<file path="src/rtl/array_pkg.sv">
// Shared types for the array driver: lane count, array opcodes and driver FSM states.
package array_pkg;

    localparam int LANES = 5;

    typedef enum logic [1:0] {
        OP_ADD    = 2'd0,
        OP_SUB    = 2'd1,
        OP_MATMUL = 2'd2,
        OP_RSVD   = 2'd3
    } op_e;

    typedef enum logic [1:0] {
        ST_IDLE = 2'd0,
        ST_EXEC = 2'd1,
        ST_RESP = 2'd2
    } state_e;

endpackage

</file>
<file path="src/rtl/array_driver.sv">
// Sequences single commands through an external combinational array unit and
// optionally accumulates lane-wise results across a chain of commands.
module array_driver
    import array_pkg::*;
#(
    parameter int UNIT_SIZE = 32,
    parameter int TAG_W     = 4
) (
    input  logic                       i_clk,
    input  logic                       i_rst,
    input  logic                       i_cmd_valid,
    output logic                       o_cmd_ready,
    input  logic [1:0]                 i_cmd_op,
    input  logic                       i_cmd_acc,
    input  logic                       i_cmd_last,
    input  logic [LANES*UNIT_SIZE-1:0] i_cmd_a,
    input  logic [LANES*UNIT_SIZE-1:0] i_cmd_b,
    input  logic [TAG_W-1:0]           i_cmd_tag,
    output logic [1:0]                 o_arr_opcode,
    output logic [LANES*UNIT_SIZE-1:0] o_arr_in1,
    output logic [LANES*UNIT_SIZE-1:0] o_arr_in2,
    input  logic [LANES*UNIT_SIZE-1:0] i_arr_res,
    output logic                       o_rsp_valid,
    input  logic                       i_rsp_ready,
    output logic [LANES*UNIT_SIZE-1:0] o_rsp_data,
    output logic [TAG_W-1:0]           o_rsp_tag,
    output logic                       o_rsp_err,
    output logic                       o_busy
);

    localparam int VEC_W = LANES * UNIT_SIZE;

    state_e             state, state_nxt;
    op_e                op_q;
    op_e                arr_op_q;
    logic               acc_q;
    logic               last_q;
    logic               chain_q;
    logic               err_q;
    logic [TAG_W-1:0]   tag_q;
    logic [VEC_W-1:0]   a_q;
    logic [VEC_W-1:0]   b_q;
    logic [VEC_W-1:0]   res_q;
    logic [VEC_W-1:0]   accum_q;
    logic               cmd_fire;

    // Lane-wise add; each lane wraps on its own, carries never cross lanes.
    function automatic logic [VEC_W-1:0] lane_add(input logic [VEC_W-1:0] x,
                                                   input logic [VEC_W-1:0] y);
        logic [VEC_W-1:0] s;
        s = '0;
        for (int i = 0; i < LANES; i++) begin
            s[i*UNIT_SIZE +: UNIT_SIZE] = x[i*UNIT_SIZE +: UNIT_SIZE] + y[i*UNIT_SIZE +: UNIT_SIZE];
        end
        return s;
    endfunction

    assign cmd_fire     = i_cmd_valid && o_cmd_ready;
    assign o_cmd_ready  = (state == ST_IDLE);
    assign o_rsp_valid  = (state == ST_RESP);
    assign o_busy       = (state != ST_IDLE) || chain_q;
    assign o_arr_opcode = arr_op_q;
    assign o_arr_in1    = a_q;
    assign o_arr_in2    = b_q;
    assign o_rsp_data   = res_q;
    assign o_rsp_tag    = tag_q;
    assign o_rsp_err    = err_q;

    always_comb begin
        state_nxt = state;
        case (state)
            ST_IDLE: if (i_cmd_valid) state_nxt = ST_EXEC;
            // Intermediate chain members fold silently into the accumulator.
            ST_EXEC: state_nxt = (op_q != OP_RSVD && acc_q && !last_q) ? ST_IDLE : ST_RESP;
            ST_RESP: if (i_rsp_ready) state_nxt = ST_IDLE;
            default: state_nxt = ST_IDLE;
        endcase
    end

    always_ff @(posedge i_clk) begin
        if (i_rst) begin
            state    <= ST_IDLE;
            op_q     <= OP_ADD;
            arr_op_q <= OP_ADD;
            acc_q    <= 1'b0;
            last_q   <= 1'b0;
            chain_q  <= 1'b0;
            err_q    <= 1'b0;
            tag_q    <= '0;
            a_q      <= '0;
            b_q      <= '0;
            res_q    <= '0;
            accum_q  <= '0;
        end else begin
            state <= state_nxt;
            if (cmd_fire) begin
                op_q   <= op_e'(i_cmd_op);
                acc_q  <= i_cmd_acc;
                last_q <= i_cmd_last;
                tag_q  <= i_cmd_tag;
                // Reserved op leaves the array inputs untouched so they do not toggle.
                if (op_e'(i_cmd_op) != OP_RSVD) begin
                    arr_op_q <= op_e'(i_cmd_op);
                    a_q      <= i_cmd_a;
                    b_q      <= i_cmd_b;
                end
            end
            if (state == ST_EXEC) begin
                if (op_q == OP_RSVD) begin
                    res_q   <= '0;
                    err_q   <= 1'b1;
                    accum_q <= '0;
                    chain_q <= 1'b0;
                end else if (acc_q && !last_q) begin
                    accum_q <= lane_add(accum_q, i_arr_res);
                    chain_q <= 1'b1;
                end else if (acc_q) begin
                    res_q   <= lane_add(accum_q, i_arr_res);
                    err_q   <= 1'b0;
                    accum_q <= '0;
                    chain_q <= 1'b0;
                end else begin
                    res_q <= i_arr_res;
                    err_q <= 1'b0;
                end
            end
        end
    end

endmodule

</file>
<file path="config.mk">
export PLATFORM = sky130hd
export DESIGN_NAME = array_driver
export DESIGN_NICKNAME = d
export VERILOG_FILES = /design/src/rtl/array_pkg.sv /design/src/rtl/array_driver.sv
export SDC_FILE = /design/constraint.sdc
export NUM_CORES = 2
export LEC_CHECK = 0
export CAP_MARGIN = 20
export CORE_AREA = 2 2 385 387
export CTS_CLUSTER_DIAMETER = 30
export DETAILED_ROUTE_END_ITERATION = 12
export DIE_AREA = 0 0 387 389
export SLEW_MARGIN = 10
export SYNTH_ARGS = -nofsm -noshare
export SYNTH_HDL_FRONTEND = slang
export SYNTH_SLANG_ARGS = --single-unit
</file>
<file path="constraint.sdc">
create_clock -name i_clk -period 7.1 [get_ports i_clk]
set_input_delay 1.42 -clock i_clk [delete_from_list [all_inputs] [get_ports i_clk]]
set_output_delay 1.42 -clock i_clk [all_outputs]
set_load 0.1 [all_outputs]
</file>
==> impl_metrics.yaml <==
run_status:
  outcome: "completed"
worst_setup_path:
  path_class: "reg2out"
  max_stage_delay_ns: 1.27
  reg2reg_slack_ns: 3.49
  critPathBufInv: 1
  endpoint_kind: "output port"
  critPathLaunchType: "register"
  reg2reg_depth: 9
  path_cells: "nor2_1 -> clkdlybuf4s50_1"
  critPathLaunch: "state[1]"
  cp_max_fo: 5
  cp-endpoint: "o_cmd_ready"
  r2r-end: "o_rsp_data[53]"
  crit_family: "buffers and inverters"
  cp_slowest_cell: "clkdlybuf4s50_1"
  worstPathArrival_ns: 2.92
  r2r-start: "op_q[0]"
  worstSetupPathDepth: 2
  cp.required_ns: 5.68
timing:
  worst_pin_slew_ns: 1.23
  skew_ns: 0.0581
  fmax_mhz: 231
  finalCritPeriodShare_pct: 61.1
  grt_setup_unrepaired: "false"
  drv_slew: 0
  slew_headroom_pct: 17.8
  post-route-min-period_ns: 4.34
  setup_viol: 0
  fin_setup_tns_ns: 0
  finalHoldViolCount: 0
power_and_ir_drop:
  peakVddDrop_mv: 0.205
  power.internal_mw: 10.8
  report.power.total_mw: 15.9
  clockPowerShare_pct: 56.3
  p_sw_mw: 5.01
  p_leak_nw: 19.6
  combPwrFrac_pct: 18.5
  power.density_nw_per_um2: 315
  switching_share_pct: 31.6
  seqPwrFrac_pct: 25.2
global_route:
  busiest_layer: "met2"
  grt_pass1_wl_mm: 222
  grt_util_all_layers_pct: 19.6
  grt_antenna_before_repair: 41
  grt_overflow_total: 0
  grt_pass1_vias: 32600
  grt_max_degree: 162
  met3_usage_pct: 9.68
  met2_usage_pct: 29.2
  grtUsageMet1_pct: 24.4
synthesis:
  synth_seq_cells: 654
  seq_area_frac_synth_pct: 41.1
  syn_avg_cell_area_um2: 7.97
  synth_nets: 4654
  yosysUniqueCellTypes: 86
  ys.flop_type: "dfxtp_1"
  synth_cells: 4002
  yosysTopAreaCell: "dfxtp_1"
  synth_top_area_share_pct: 41.1
  synthArstFlopShare_pct: 0
  netlist_area_um2: 31900
  synth_warnings: 0
  yosys-top-cells-area: "dfxtp_1 41%, nand2_1 9.5%, a21oi_1 8.5%, ha_1 6.1%, nor2_1 4.3%"
  synth_edf_count: 0
cells_and_area:
  syn_to_final_growth_pct: 57.9
  fillers: 15000
  final_layout_size_suffix_gt1_share_pct: 9.30
  register_area_um2: 13100
  multi_input_area_um2: 17700
  nNetsFinal: 5591
placed_design:
  port-buffer-count: 981
  gp_congestion: 0.891
  hpwl_mm: 116
clock_tree:
  clock_path_buffers: 3
  clk-insertion-delay-late_ns: 0.78
  cts.repair.resized: 0
  ctsHoldBuffers: 0
  cts_sinks: 654
  cts_tree: "built"
  cts_buffers: 186
  htree_levels: 4
  clk_pin_slew_worst_paths_ns: 0.04
  cts-root-buf: "clkbuf_16"
  postCtsSetupBuffers: 0
drt:
  antenna_left: 0
  drtIter0Drc: 2065
  drc_errors: 0
  routed_wl_mm: 155
  viasPerCell: 4.80
  dr.pass1.iters: 5
  avgRoutedWirePerCell_um: 22.0
  vias: 33800
floorplan:
  core.rowCount: 141
  die_h_um: 389
  die_w_um: 387
  fp.coreArea_um2: 147000
  num_io_pins: 982
  die-area_um2: 151000
  initial_core_util_pct: 21.8
flow_run:
  maxCapViolations: 0
worst_hold_path:
  min-delay-path-class: "reg2reg"
==> cells in the mapped netlist (12+ instances only) <==
| master | count |
|---|---|
| nor2b_1 | 26 |
| a31oi_1 | 24 |
| nand2_1 | 807 |
| and3_1 | 20 |
| a21oi_1 | 539 |
| nand3_1 | 39 |
| dfxtp_1 | 654 |
| xnor2_1 | 82 |
| nor3_1 | 125 |
| o211ai_1 | 26 |
| xor2_1 | 48 |
| nor2_1 | 367 |
| buf_1 | 19 |
| o21ai_0 | 113 |
| mux2i_1 | 27 |
| nand2b_1 | 24 |
| and2_1 | 16 |
| o21bai_1 | 26 |
| clkbuf_1 | 253 |
| or3_1 | 15 |
| a21o_1 | 69 |
| a22oi_1 | 94 |
| a221oi_1 | 82 |
| o21a_1 | 23 |
| a22o_1 | 48 |
| nand4_1 | 24 |
| inv_1 | 53 |
| a211oi_1 | 29 |
| ha_1 | 155 |
| a211o_1 | 12 |
| o31ai_1 | 15 |
==> power by group through the flow <==
stage          logic (mW)  clock network, mW  registers [mW]
2_1_floorplan       0.654                  0            5.31
3_3_place_gp         2.91                  0            4.05
3_5_place_dp         2.93                  0            4.05
5_1_grt              3.07               9.26            4.01
6_report             2.94               8.93            3.99
4_1_cts              2.94               9.05            3.99
==> per-layer routing <==
| metal | share of wire, % | routed length, um |
|---|---|---|
| met1 | 42 | 65800 |
| met2 | 43 | 66400 |
| met3 | 12 | 18100 |
| met4 | 3.0 | 4700 |
| met5 | 0.16 | 242 |
==> cells by family after synthesis <==
family                   synth area share, %
flip-flops                              41.1
AO/OA/AOI/OAI                           24.3
buffers and inverters                   3.84
AND/OR/NAND/NOR                         19.7
multiplexers                            1.09
adder cells (fa/ha/maj)                 6.40
XOR/XNOR                                3.64
==> worst min path at each step <==
stage	from	endpoint	slack [ns]	cells after the start
6_report	accum_q[124]	accum_q[124]	0.44	2
5_1_grt	accum_q[124]	accum_q[124]	0.47	2
4_1_cts	accum_q[124]	accum_q[124]	0.45	2
3_5_place_dp	accum_q[124]	accum_q[124]	0.44	2
3_3_place_gp	accum_q[124]	accum_q[124]	0.44	2
2_1_floorplan	accum_q[124]	accum_q[124]	0.42	2
==> placed cells by master, fill, tap and decap left out, types with 20 or more instances in the layout <==
cell type        instances
nand2_1                806
clkbuf_8                28
mux2i_1                 27
o21ai_0                113
clkdlybuf4s50_1        917
xnor2_1                 82
nor2_1                 362
a21oi_1                538
dfxtp_1                653
a22o_1                  48
buf_4                   91
o21a_1                  23
and3_1                  20
clkbuf_16              187
nand4_1                 24
inv_1                   53
a221oi_1                82
o211ai_1                26
nand3_1                 39
o21bai_1                26
nand2b_1                24
ha_1                   155
clkinvlp_4              21
a21o_1                  69
a22oi_1                 94
a31oi_1                 24
clkinv_2                33
nor3_1                 124
xor2_1                  48
bufinv_16               29
a211oi_1                29
nor2b_1                 26
clkbuf_1                24
==> metrics by stage <==
stage                     hold slack (ns)  cells  util, %  worst slack [ns]  cell area [um2]
after floorplan                     0.420   4002        -              3.29            31900
after global placement              0.437   6676     29.6              2.18            43400
after detailed placement            0.441   6680     29.7              2.17            43500
after CTS                           0.446   7028     34.3              2.68            50300
after global routing                0.466   7037     34.3              2.68            50400
final                               0.444   7040     34.4              2.76            50400
==> flip-flops by register name, indices dropped and copies added (netlist names) <==
name / cells
accum_q: 160
o_arr_in1: 160
o_arr_in2: 160
o_rsp_data: 160
o_rsp_tag: 4
o_arr_opcode: 2
op_q: 2
state: 2
acc_q: 1
chain_q: 1
last_q: 1
o_rsp_err: 1
==> cell type report <==
| cell class | instances | share of cell area [%] |
|---|---|---|
| Timing Repair Buffer | 1022 | 20.2 |
| Tap cell | 1930 | 4.80 |
| Inverter | 53 | 0.395 |
| Antenna cell | 11 | 0.0547 |
| Clock inverter | 109 | 3.27 |
| Clock buffer | 239 | 10.2 |
| Multi-Input combinational cell | 3022 | 35.1 |
| Sequential cell | 654 | 26.0 |
==> worst register-to-register path, stage by stage (launching register included) <==
cell and delay, ns:
dfxtp_1 0.31, and2_1 0.15, buf_4 0.27, nor2_4 0.73, buf_4 0.68, buf_4 0.73, nand2_1 0.19, nand3_1 0.12
mux2i_1 0.08, nor4_1 0.26
No activity file was read; power rests on OpenSTA's default activity.
